===== src/rtl/hazard_ctrl.sv =====
// hazard_ctrl: forwarding selects, load-use/redirect/memory-wait stall and flush control, with wait timing and saturating counters
module hazard_ctrl #(
  parameter int ADDR_WIDTH  = 5,
  parameter int NUM_SRC     = 2,
  parameter int CNT_WIDTH   = 16,
  parameter int MEM_TIMEOUT = 64
) (
  input  logic                          clk,
  input  logic                          rst,
  input  logic [NUM_SRC*ADDR_WIDTH-1:0] D_rs,
  input  logic [NUM_SRC-1:0]            D_rs_used,
  input  logic [NUM_SRC*ADDR_WIDTH-1:0] E_rs,
  input  logic [ADDR_WIDTH-1:0]         E_rd,
  input  logic                          E_RegWrite,
  input  logic                          E_is_load,
  input  logic                          E_PCSrc,
  input  logic [ADDR_WIDTH-1:0]         M_rd,
  input  logic                          M_RegWrite,
  input  logic                          M_is_load,
  input  logic [ADDR_WIDTH-1:0]         W_rd,
  input  logic                          W_RegWrite,
  input  logic                          M_mem_req,
  input  logic                          mem_ready,
  input  logic                          clear_counters,
  output logic [2*NUM_SRC-1:0]          fwd_sel,
  output logic                          F_stall,
  output logic                          D_stall,
  output logic                          E_stall,
  output logic                          M_stall,
  output logic                          D_flush,
  output logic                          E_flush,
  output logic                          W_bubble,
  output logic [CNT_WIDTH-1:0]          stall_cycles,
  output logic [CNT_WIDTH-1:0]          flush_events,
  output logic [CNT_WIDTH-1:0]          wait_cycles,
  output logic                          mem_timeout
);
  typedef enum logic {S_RUN, S_WAIT} state_t;
  state_t state, state_nx;
  logic [CNT_WIDTH-1:0] wait_cnt;
  logic [NUM_SRC-1:0] lu_hit;
  logic [2*NUM_SRC-1:0] fwd_raw;
  logic lu, mw;
  genvar i;
  generate
    for (i = 0; i < NUM_SRC; i++) begin : g_src
      logic [ADDR_WIDTH-1:0] ers;
      assign ers = E_rs[i*ADDR_WIDTH +: ADDR_WIDTH];
      assign lu_hit[i] = D_rs_used[i] && E_rd != '0 && D_rs[i*ADDR_WIDTH +: ADDR_WIDTH] == E_rd;
      assign fwd_raw[2*i +: 2] = (M_RegWrite && !M_is_load && M_rd != '0 && M_rd == ers) ? 2'b01 :
                                 (W_RegWrite && W_rd != '0 && W_rd == ers) ? 2'b10 : 2'b00;
    end
  endgenerate
  assign lu = E_is_load && E_RegWrite && |lu_hit;
  assign mw = M_mem_req && !mem_ready;
  always_ff @(posedge clk)
    if (!rst) state <= S_RUN;
    else state <= state_nx;
  always_comb
    state_nx = state == S_RUN ? (mw ? S_WAIT : S_RUN) : ((mem_ready || !M_mem_req) ? S_RUN : S_WAIT);
  // Memory wait dominates; a redirect cancels the load-use hold since D is being flushed anyway.
  always_comb begin
    fwd_sel  = rst ? fwd_raw : '0;
    F_stall  = rst && (mw || (lu && !E_PCSrc));
    D_stall  = F_stall;
    E_stall  = rst && mw;
    M_stall  = E_stall;
    W_bubble = E_stall;
    D_flush  = !rst || (!mw && E_PCSrc);
    E_flush  = !rst || (!mw && (E_PCSrc || lu));
  end
  always_ff @(posedge clk)
    if (!rst || state_nx == S_RUN) wait_cnt <= '0;
    else if (state == S_WAIT && wait_cnt != '1) wait_cnt <= wait_cnt + 1'b1;
  always_ff @(posedge clk)
    if (!rst || clear_counters) begin
      stall_cycles <= '0;
      flush_events <= '0;
      wait_cycles  <= '0;
      mem_timeout  <= 1'b0;
    end else begin
      if (F_stall && stall_cycles != '1) stall_cycles <= stall_cycles + 1'b1;
      if (E_PCSrc && !mw && flush_events != '1) flush_events <= flush_events + 1'b1;
      if (mw && wait_cycles != '1) wait_cycles <= wait_cycles + 1'b1;
      if (state == S_WAIT && wait_cnt == CNT_WIDTH'(MEM_TIMEOUT - 1)) mem_timeout <= 1'b1;
    end
endmodule


===== config.mk =====
export PLATFORM = sky130hd
export DESIGN_NAME = hazard_ctrl
export DESIGN_NICKNAME = d
export VERILOG_FILES = /design/src/rtl/hazard_ctrl.sv
export SDC_FILE = /design/constraint.sdc
export NUM_CORES = 1
export LEC_CHECK = 0
export CAP_MARGIN = 20
export CORE_MARGIN = 3
export CORE_UTILIZATION = 45
export DETAILED_ROUTE_END_ITERATION = 8
export PLACE_DENSITY = 0.84
export SYNTH_ARGS = -nofsm -noshare
export SYNTH_HDL_FRONTEND = slang
export SYNTH_SLANG_ARGS = --single-unit

===== constraint.sdc =====
create_clock -name clk -period 4.1 [get_ports clk]
set_input_delay 0.82 -clock clk [delete_from_list [all_inputs] [get_ports clk]]
set_output_delay 0.82 -clock clk [all_outputs]
set_load 0.05 [all_outputs]

==> results of run 1 <==
==> cells in the mapped netlist (all sizes together), types with 2 or more instances <==
master / instances / area, sq um
o211ai: 3 / 22.5
o31ai: 13 / 97.6
inv: 10 / 37.5
mux2i: 4 / 40.0
nor3: 15 / 75.1
nand3: 32 / 160
ha: 4 / 50.1
xor2: 35 / 307
dfxtp: 66 / 1320
and4: 6 / 55.1
a21oi: 18 / 90.1
nand2b: 4 / 25.0
nand2: 26 / 97.6
nor4: 7 / 43.8
and3: 12 / 80.1
a31o: 2 / 26.3
buf: 8 / 60.1
nor2: 48 / 180
nor2b: 3 / 18.8
nand4: 14 / 87.6
xnor2: 35 / 307
o31a: 2 / 17.5
or3: 5 / 31.3
and2: 9 / 58.8
or4: 17 / 128
clkbuf: 10 / 37.5
o21ai: 9 / 45.0
==> worst max-delay path by stage <==
stage	start	cells past startpoint	end	slack (ps)
6_report	M_rd[1]	6	fwd_sel[2]	230
3_3_place_gp	M_rd[1]	6	fwd_sel[0]	310
5_1_grt	M_rd[1]	6	fwd_sel[2]	140
2_1_floorplan	M_rd[1]	4	fwd_sel[1]	110
4_1_cts	M_rd[1]	6	fwd_sel[2]	260
3_5_place_dp	M_rd[1]	6	fwd_sel[2]	270
==> worst register-to-register path, cell delays in order (launching register included) <==
cell and delay (ps):
dfxtp_1 360, ha_1 260, and3_1 280, a31o_4 370
or4_1 510, a21oi_1 150
==> stage by stage <==
stage | setup WS (ps) | utilization
detailed placement | 265 | 0.629
floorplan | 109 | -
finish | 232 | 0.652
global placement | 312 | 0.629
CTS | 256 | 0.652
global route | 139 | 0.652
==> registers in the layout, summed over array words and instances (netlist names) <==
signal        cells
mem_timeout       1
stall_cycles     16
state             1
wait_cycles      16
flush_events     16
wait_cnt         16
==> power by group through the flow <==
stage,Combinational [W],Sequential [W],Clock [W]
global placement,0.000152,0.000659,0
CTS,0.000156,0.000645,0.000494
global route,0.000168,0.000645,0.000517
detailed placement,0.000156,0.000659,0
finish,0.000156,0.000645,0.000480
floorplan,0.0000742,0.000663,0
==> placed cells by master (no fill, tap or decap), drive strengths merged, types with 5 or more instances in the layout <==
master         Yosys  final
or3                5      5
buf                8     11
nor2              48     48
clkdlybuf4s50      0    100
clkbuf            10     13
and2               9      9
o31ai             13     13
a21oi             18     18
xor2              35     35
and4               6      6
and3              12     12
nor3              15     15
dfxtp             66     66
nand2             26     26
nand4             14     14
xnor2             35     35
nor4               7      7
or4               17     17
inv               10     10
o21ai              9      9
nand3             32     32
==> kinds of logic (layout without fill, tap and decap cells) <==
family | count (synthesis) | in the layout
buffers and inverters | 28 | 136
and+or+nand+nor | 199 | 199
xor gates and xnor gates | 70 | 70
adders and majority gates | 4 | 4
DFF | 66 | 66
muxes | 4 | 4
AOI/OAI and AO/OA | 55 | 55
==> per-layer routing <==
metal,global-route usage,part of all wire
met1,0.254,0.43
met3,0.0647,0.052
met4,0.0817,0.025
met5,0,0
met2,0.355,0.49
==> layout make-up <==
cell class	instances	area [sq um]	area share
clock buffers	13	159	0.0325
clock inverters	2	12.5	0.00256
inverters	10	37.5	0.00769
multi-input cells	332	2120	0.434
flip-flops and latches	66	1320	0.271
well taps	99	124	0.0254
repair buffers	111	1110	0.227
==> results.md, run 1 <==
- CP max FO: 3
- Layout cells sized above 1: 0.0562
- Adder-Cell Fraction of Synth Area: 0.0140
- Aggregate global-route resource usage: 0.212
- Clock transition at the registers of the reported paths: 60 ps
- Antenna Cells: 0
- HP Start: stall_cycles[15]
- GR Overflow Total: 0
- Reg2Reg Setup Slack: 2090 ps
- Synth Warn #: 0
- Mapped cell area: 0.00358 sq mm
- Period utilisation layout: 0.943
- Clock Sinks: 66
- Pint: 0.000967 W
- Endpoints failing setup: 0
- Mux contribution to synthesized area: 0.0112
- CTS root buffer: clkbuf_8
- Die Wd: 95.1 um
- Relative slew slack: 0.571
- TNS Setup: 0 ps
- Synth Area in Compound Gates: 0.103
- Yosys cell types: 43
- Routability cong.: 0.864
- Placed Cells: 618
- Clock latency on the worst-skew pair: 340 ps
- Hold_buf cts: 0
- Cell Rows: 31
- Global-route wire length before repair: 15.3 mm
- Startpoint types: input port
- Clk buf depth: 2
- DIE HEIGHT: 95.1 um
- Max stage delay on crit path: 690 ps
- FF-to-FF End: stall_cycles[7]
- # DRC: 0
- Final Hold Vio Count: 0
- Max VDD drop: 160 uV
- Max Cap Violations: 0
- CTS tree: done
- Num CTS Buffers: 9
- Finished Layout Cells: 633
- Worst path arrival time: 3050 ps
- Via total after detailed routing: 3505
- Port Buffers: 107
- Full die area: 0.00905 sq mm
- RSZ-0062 raised after global routing: false
- Worst hold path type: flop to flop
- Hold endpoint: stall_cycles[15]
- CP endpoint kind: primary output
- Area after DPL: 0.00471 sq mm
- Power Total: 0.00128 W
- Ys flop type: dfxtp_1
- Number of H-tree levels: 3
- CORE AREA: 0.00749 sq mm
- DRT Pass-1 Iters: 4
- Final net count: 582
- Post-synthesis cell count: 426
- Reg2Reg Launch Point: stall_cycles[0]
- Top Ports: 108
- Final Skew: 6.05 ps
- Post-Synth XOR/XNOR Area: 0.171
- Comb pwr share: 0.122
- First DRT Iteration DRCs: 111
- Power Density: 262 mW/mm^2
- Total leakage power: 1.61 nW
- Fmax: 259 MHz
- Layout overhead on the synthesized area: 36.5%
- WL per Instance: 14.5 um
- Path depth of the worst reg2reg path: 5
- DP HPWL: 7.01 mm
- Clock share of power: 0.374
- Flop pwr share: 0.503
- Largest net degree at the start of global routing: 46
- Syn_nets: 478
- Worst hold slack: 497 ps
- Crit path buffers/inverters: 2
- Fill count: 631
- Net switching power: 0.000314 W
- Tmin final: 3870 ps
- Critical Path RT: 3280 ps
- Final WL: 9.20 mm
- Syn_area_per_cell: 8.39 sq um
- Register area share after synthesis: 0.369
- Top cell by count, worst path: clkdlybuf4s50_1
- Crit Path Class: input port to primary output
- Slowest CP cell: clkdlybuf4s50_1
- CP cell instances: clkdlybuf4s50_1 -> or4_1 -> o21ai_0 -> nor4_1 -> and2_1 -> clkdlybuf4s50_1
- Initial core utilization: 0.478
- EDFF count, synth: 0
- Post-route ant nets: 0
- Outcome: complete, no violations
- Initial antenna violation count: 0
- Post-synthesis register bit count: 66
- Delay-heaviest family, CP: buffers and inverters
- WHS Path Cells: 2
- Fin area: 0.00488 sq mm
- Post_cts resized: 0
- Fin. max-slew vios: 0
- Via/cell ratio: 5.54
- Post-CTS Repair Setup Buffers: 0
- Vias in the first global route: 3311
- Synth Area in Simple Gates: 0.293
- Worst Tran Pin Value: 639 ps
- Sw Share: 0.245
- Async SR Flop Fraction: 0
- Largest family of logic cells by synthesized area: simple AND/OR/NAND/NOR gates
(Power assumes the default switching activity.)
==> inputs of run 2 (changes only) <==
- CAP_MARGIN: 20 -> unset
==> results of run 2 <==
Final layout, timing and power as in run 1 (identical DEF).
